## config.mk

```make
export PLATFORM = sky130hd
export DESIGN_NAME = ahb_bus_arbiter
export DESIGN_NICKNAME = d
export VERILOG_FILES = /design/src/rtl/ahb_bus_arbiter_pkg.sv /design/src/rtl/ahb_arb_picker.sv /design/src/rtl/ahb_bus_arbiter.sv
export SDC_FILE = /design/constraint.sdc
export NUM_CORES = 1
export LEC_CHECK = 0
export ABC_AREA = 1
export BUFFER_PORTS_ARGS = -buffer_cell sky130_fd_sc_hd__buf_2
export CAP_MARGIN = 40
export CORE_MARGIN = 2
export CORE_UTILIZATION = 55
export CTS_CLUSTER_SIZE = 10
export DETAILED_ROUTE_END_ITERATION = 8
export GPL_TIMING_DRIVEN = 0
export PLACE_DENSITY = 0.87
export SETUP_SLACK_MARGIN = 0.2
export SYNTH_ARGS = -nofsm -noshare
export SYNTH_HDL_FRONTEND = slang
export SYNTH_SLANG_ARGS = --single-unit
```

## constraint.sdc

```tcl
create_clock -name HCLK -period 2 [get_ports HCLK]
set_input_delay 0.3 -clock HCLK [delete_from_list [all_inputs] [get_ports HCLK]]
set_output_delay 0.3 -clock HCLK [all_outputs]
set_load 0.005 [all_outputs]
```

## src/rtl/ahb_bus_arbiter_pkg.sv

```systemverilog
// ahb_bus_arbiter_pkg: AHB transfer/burst/response codes and arbiter state encoding
package ahb_bus_arbiter_pkg;
  typedef enum logic [1:0] {HT_IDLE = 2'b00, HT_BUSY = 2'b01, HT_NONSEQ = 2'b10, HT_SEQ = 2'b11} htrans_e;
  typedef enum logic [2:0] {
    HB_SINGLE = 3'b000, HB_INCR = 3'b001, HB_WRAP4 = 3'b010, HB_INCR4 = 3'b011,
    HB_WRAP8 = 3'b100, HB_INCR8 = 3'b101, HB_WRAP16 = 3'b110, HB_INCR16 = 3'b111
  } hburst_e;
  typedef enum logic [1:0] {HR_OKAY = 2'b00, HR_ERROR = 2'b01, HR_RETRY = 2'b10, HR_SPLIT = 2'b11} hresp_e;
  typedef enum logic [1:0] {ST_ARB = 2'b00, ST_BURST = 2'b01, ST_LOCK = 2'b10} arb_state_e;
  function automatic logic [3:0] burst_len(input logic [2:0] b);
    return (b == HB_INCR4 || b == HB_WRAP4) ? 4'd3 :
           (b == HB_INCR8 || b == HB_WRAP8) ? 4'd7 :
           (b == HB_INCR16 || b == HB_WRAP16) ? 4'd15 : 4'd0;
  endfunction
endpackage

```

## src/rtl/ahb_arb_picker.sv

```systemverilog
// ahb_arb_picker: combinational fixed-priority / round-robin winner selection
module ahb_arb_picker #(
  parameter int NUM_MASTERS = 4,
  parameter int MW = 2
) (
  input  logic [NUM_MASTERS-1:0] req,
  input  logic [MW-1:0]          ptr,
  input  logic                   rr,
  output logic [NUM_MASTERS-1:0] win_oh,
  output logic [MW-1:0]          win_idx
);
  function automatic int slot(input int k, input logic [MW-1:0] p, input logic r);
    return r ? (int'(p) + k) % NUM_MASTERS : k - 1;
  endfunction
  // scan from lowest to highest priority so the last hit is the winner
  always_comb begin
    win_idx = '0;
    for (int k = NUM_MASTERS; k > 0; k--)
      if (req[slot(k, ptr, rr)]) win_idx = MW'(slot(k, ptr, rr));
    win_oh = |req ? NUM_MASTERS'(1) << win_idx : '0;
  end
endmodule

```

## src/rtl/ahb_bus_arbiter.sv

```systemverilog
// ahb_bus_arbiter: AHB arbiter with burst/lock tracking and registered one-hot grant
module ahb_bus_arbiter
  import ahb_bus_arbiter_pkg::*;
#(
  parameter int NUM_MASTERS = 4,
  parameter int MW = 2,
  parameter int DEFAULT_MASTER = 0,
  parameter int RR_EN = 1
) (
  input  logic                   HCLK,
  input  logic                   HRESET,
  input  logic [NUM_MASTERS-1:0] HBUSREQ,
  input  logic [NUM_MASTERS-1:0] HLOCK,
  input  logic [1:0]             HTRANS,
  input  logic [2:0]             HBURST,
  input  logic                   HREADY,
  input  logic [1:0]             HRESP,
  output logic [NUM_MASTERS-1:0] HGRANT,
  output logic [MW-1:0]          HMASTER,
  output logic                   HMASTLOCK
);
  localparam logic [NUM_MASTERS-1:0] DEF_OH = NUM_MASTERS'(1) << DEFAULT_MASTER;
  localparam logic [MW-1:0] DEF_IDX = MW'(DEFAULT_MASTER);
  arb_state_e state, state_nxt;
  logic [3:0] cnt, cnt_nxt;
  logic [MW-1:0] ptr, gidx, win_idx, new_idx;
  logic [NUM_MASTERS-1:0] win_oh, grant_nxt;
  logic lock_req, err, last_beat, arb_ok, keep, rr_mode;
  assign rr_mode = RR_EN != 0;
  ahb_arb_picker #(.NUM_MASTERS(NUM_MASTERS), .MW(MW)) u_picker (
    .req(HBUSREQ), .ptr(ptr), .rr(rr_mode), .win_oh(win_oh), .win_idx(win_idx)
  );
  always_comb begin
    gidx = '0;
    for (int i = 0; i < NUM_MASTERS; i++) if (HGRANT[i]) gidx = MW'(i);
  end
  always_comb begin
    lock_req = HLOCK[gidx] & HBUSREQ[gidx];
    err = HRESP != HR_OKAY && !HREADY;
    last_beat = state == ST_BURST && cnt == 4'd1 && HTRANS == HT_SEQ && HREADY;
    arb_ok = !lock_req && state != ST_LOCK && (state == ST_ARB || last_beat || err);
    // an undefined-length INCR owner keeps the bus while it still requests
    keep = HBUSREQ[gidx] && state == ST_ARB && HBURST == HB_INCR && HTRANS[0];
    cnt_nxt = err ? 4'd0 : !HREADY ? cnt : HTRANS == HT_NONSEQ ? burst_len(HBURST) :
              (HTRANS == HT_SEQ && cnt != 4'd0) ? cnt - 4'd1 : cnt;
    state_nxt = lock_req ? ST_LOCK : err ? ST_ARB :
                state == ST_LOCK ? ((!HLOCK[gidx] && HREADY) ? ST_ARB : ST_LOCK) :
                state == ST_ARB ? ((HREADY && HTRANS == HT_NONSEQ && cnt_nxt != 4'd0) ? ST_BURST : ST_ARB) :
                (cnt_nxt == 4'd0 ? ST_ARB : ST_BURST);
    new_idx = |HBUSREQ ? win_idx : DEF_IDX;
    grant_nxt = (!arb_ok || keep) ? HGRANT : |HBUSREQ ? win_oh : DEF_OH;
  end
  always_ff @(posedge HCLK) begin
    if (HRESET) begin
      state <= ST_ARB;
      cnt <= 4'd0;
      ptr <= DEF_IDX;
      HGRANT <= DEF_OH;
      HMASTER <= DEF_IDX;
      HMASTLOCK <= 1'b0;
    end else begin
      state <= state_nxt;
      cnt <= cnt_nxt;
      HGRANT <= grant_nxt;
      if (grant_nxt != HGRANT) ptr <= new_idx;
      if (HREADY) begin
        HMASTER <= gidx;
        HMASTLOCK <= HLOCK[gidx];
      end
    end
  end
endmodule
```

==> summary.txt <==
Status = finished clean
Remaining DRCs = 0
Setup CP Type = reg2reg
CP top delay family = simple AND/OR/NAND/NOR gates
Syn Area/Cell = 6.00 um2
Initial Util = 0.586
P&R area growth vs syn = 26.9%
Worst-path fanout max = 5
Setup Viol. Count Final = 0
Area of the multi-input gates = 903 um2
Design Power = 2.55 mW
Post-synthesis cell type count = 26
Nets = 272
RePlAce Congestion = 0.825
Synthesized area = 1300 um2
Worst path setup slack after routing = 0.168 ns
TNS Setup = 0 ns
Most common cell after layout, fill and taps aside = nand2_1
Final core utilization = 0.744
Syn Nets = 236
Boundary pin count = 25
Hold WS = 0.301 ns
Layout cell share with drive strength beyond 1 = 0.375
Clock-pin slew on the worst setup and hold paths = 0.09 ns
Required time of the worst setup path = 2.20 ns
Startpoint Class = flip-flop
Routed Antenna Nets = 0
Fin crit share = 0.916
RSZ-0062 raised after global routing = true
Post-placement cell count = 267
Global route overflow = 0
Clk_skew = 0.00390 ns
Port bufs = 23
CP bufs+invs = 3
GR Util All Layers = 0.233
Leak = 0.842 nW
WP data arrival = 2.03 ns
Most common cell on crit path = nand2_1
Largest net degree at the start of global routing = 11
Initial antenna violation count = 0
Worst relative slew slack = 0.719
Mapped Cells = 216
Final hold violations = 0
Most frequent cells in the layout = nand2_1 (47), inv_1 (30), buf_2 (24)
Worst slew pin tran = 0.422 ns
Total die area = 2760 um2
Max VDD drop = 0.00107 V
Synthesized flop and latch total = 15
Cts bufs inserted = 3
First-pass DRT Iterations = 4
Dpl hpwl = 2.24 mm
Slew Limit Fails = 0
First-pass GRT wire length = 4.82 mm
Clock root buffer = clkbuf_4
Final min period = 1.83 ns
Final instance area = 1650 um2
Core Region = 2210 um2
CP cell instances = nor2_4 > nand2_1 > inv_1 > nand2_1 > nand2_1 > inv_2 > nand2_2 > nand2_2 > nor2_4 > buf_6 > nand4_1 > nand2_1 > nor2_2 > nand2_2 > nand2_1 > nand2_1 > nor2_2
HP Class = in2reg
Fill count = 194
CP max-delay cell = dfxtp_4
Sequential fraction of the synthesis area = 0.232
Row Count = 17
Crit-path max cell delay = 0.38 ns
Fmax = 546 MHz
Ys Warns = 0
CTS Sinks = 15
Iter 0 DRT Violations = 34
CTS tree = yes
Post-DR wirelength/cell = 11.4 um
DP Area = 1450 um2
Number of global-route vias before repair = 1225
Antenna diodes = 0
CTS max path bufs = 2
Pwr Density = 1550 nW/um2
Crit end category = flip-flop
Max Cap Viol = 0
Storage cell area = 315 um2
Dpl ws = 0.139 ns
Detailed-route via count = 1446
H-tree levels = 1
Die height = 52.5 um
Final cell count without fillers = 279
Die Width = 52.5 um
Worst skew pair latency = 0.29 ns
Vias/cell = 5.18
DRT Wirelength = 3.19 mm
## Yosys cell counts
library cell	number	area, um2
nand2_2	17	106
o21ai_0	7	35.0
dfxtp_1	15	300
nand2_4	5	56.3
ha_1	2	25.0
o21ai_1	1	5.00
nor3_1	2	10.0
nand2_1	52	195
inv_8	1	11.3
nor2_2	4	25.0
nor2_1	24	90.1
buf_6	2	22.5
clkbuf_1	1	3.75
nand3_4	1	17.5
o211ai_1	2	15.0
a21oi_1	15	75.1
o22ai_1	1	6.26
inv_2	6	22.5
inv_1	31	116
nand3_1	16	80.1
nor2_4	1	11.3
a31oi_1	1	6.26
buf_2	1	5.00
o21a_1	2	15.0
a41oi_1	1	8.76
nand4_1	5	31.3
## worst min-delay path, stage by stage
cell and delay, ns:
buf_2 0.08, nor2_1 0.04, nand4_1 0.08, a41oi_1 0.05
## power breakdown
part | internal (mW) | switching, mW | leakage (nW)
sequential | 0.384 | 0.0746 | 0.127
combinational | 0.768 | 1.14 | 0.701
clock | 0.0777 | 0.101 | 0.0150
total | 1.23 | 1.32 | 0.842
## area by class of cell
class	count	share of cell area
Multi-Input combinational cell	159	0.549
Inverter	38	0.0943
Buffer	4	0.0190
Timing Repair Buffer	31	0.109
Sequential cell	15	0.192
Tap cell	28	0.0213
Clock buffer	4	0.0160
## flip-flops by register name (all words and copies together) (netlist names)
name       flops
state          2
HMASTLOCK      1
HMASTER        2
HGRANT         4
ptr            2
cnt            4
## what timing repair did
item / in CTS / in global routing
setup buffers: 2 / 5
pin swaps: 3 / 15
setup endpoints to repair: 2 / 5
resized for setup: 13 / 25
hold buffers: 0 / 0
gates cloned: 1 / 0
## worst paths after layout
check,startpoint,end,slack [ns],cells after the start
max,HGRANT[2],ptr[0],0.17,17
min,HRESET,state[0],0.30,4
max reg2reg,HGRANT[2],ptr[0],0.17,17
min reg2reg,HMASTLOCK,HMASTLOCK,0.51,2
## layer usage
| layer | share of wire | track usage | vias to the layer above | routed length [um] |
|---|---|---|---|---|
| met4 | 0.013 | 0.103 | 0 | 42 |
| met2 | 0.53 | 0.440 | 34 | 1690 |
| met1 | 0.42 | 0.263 | 663 | 1340 |
| li1 | - | - | 744 | - |
| met5 | 0 | 0 | - | 0 |
| met3 | 0.038 | 0.0171 | 5 | 120 |
## kinds of logic after synthesis
kind of cell | after synthesis | share of synthesized area
and+or+nand+nor | 127 | 0.481
buffers and inverters | 42 | 0.140
AOI/OAI and AO/OA | 30 | 0.128
DFF | 15 | 0.232
adders and majority gates | 2 | 0.0193
No activity file was read; power rests on OpenSTA's default activity.
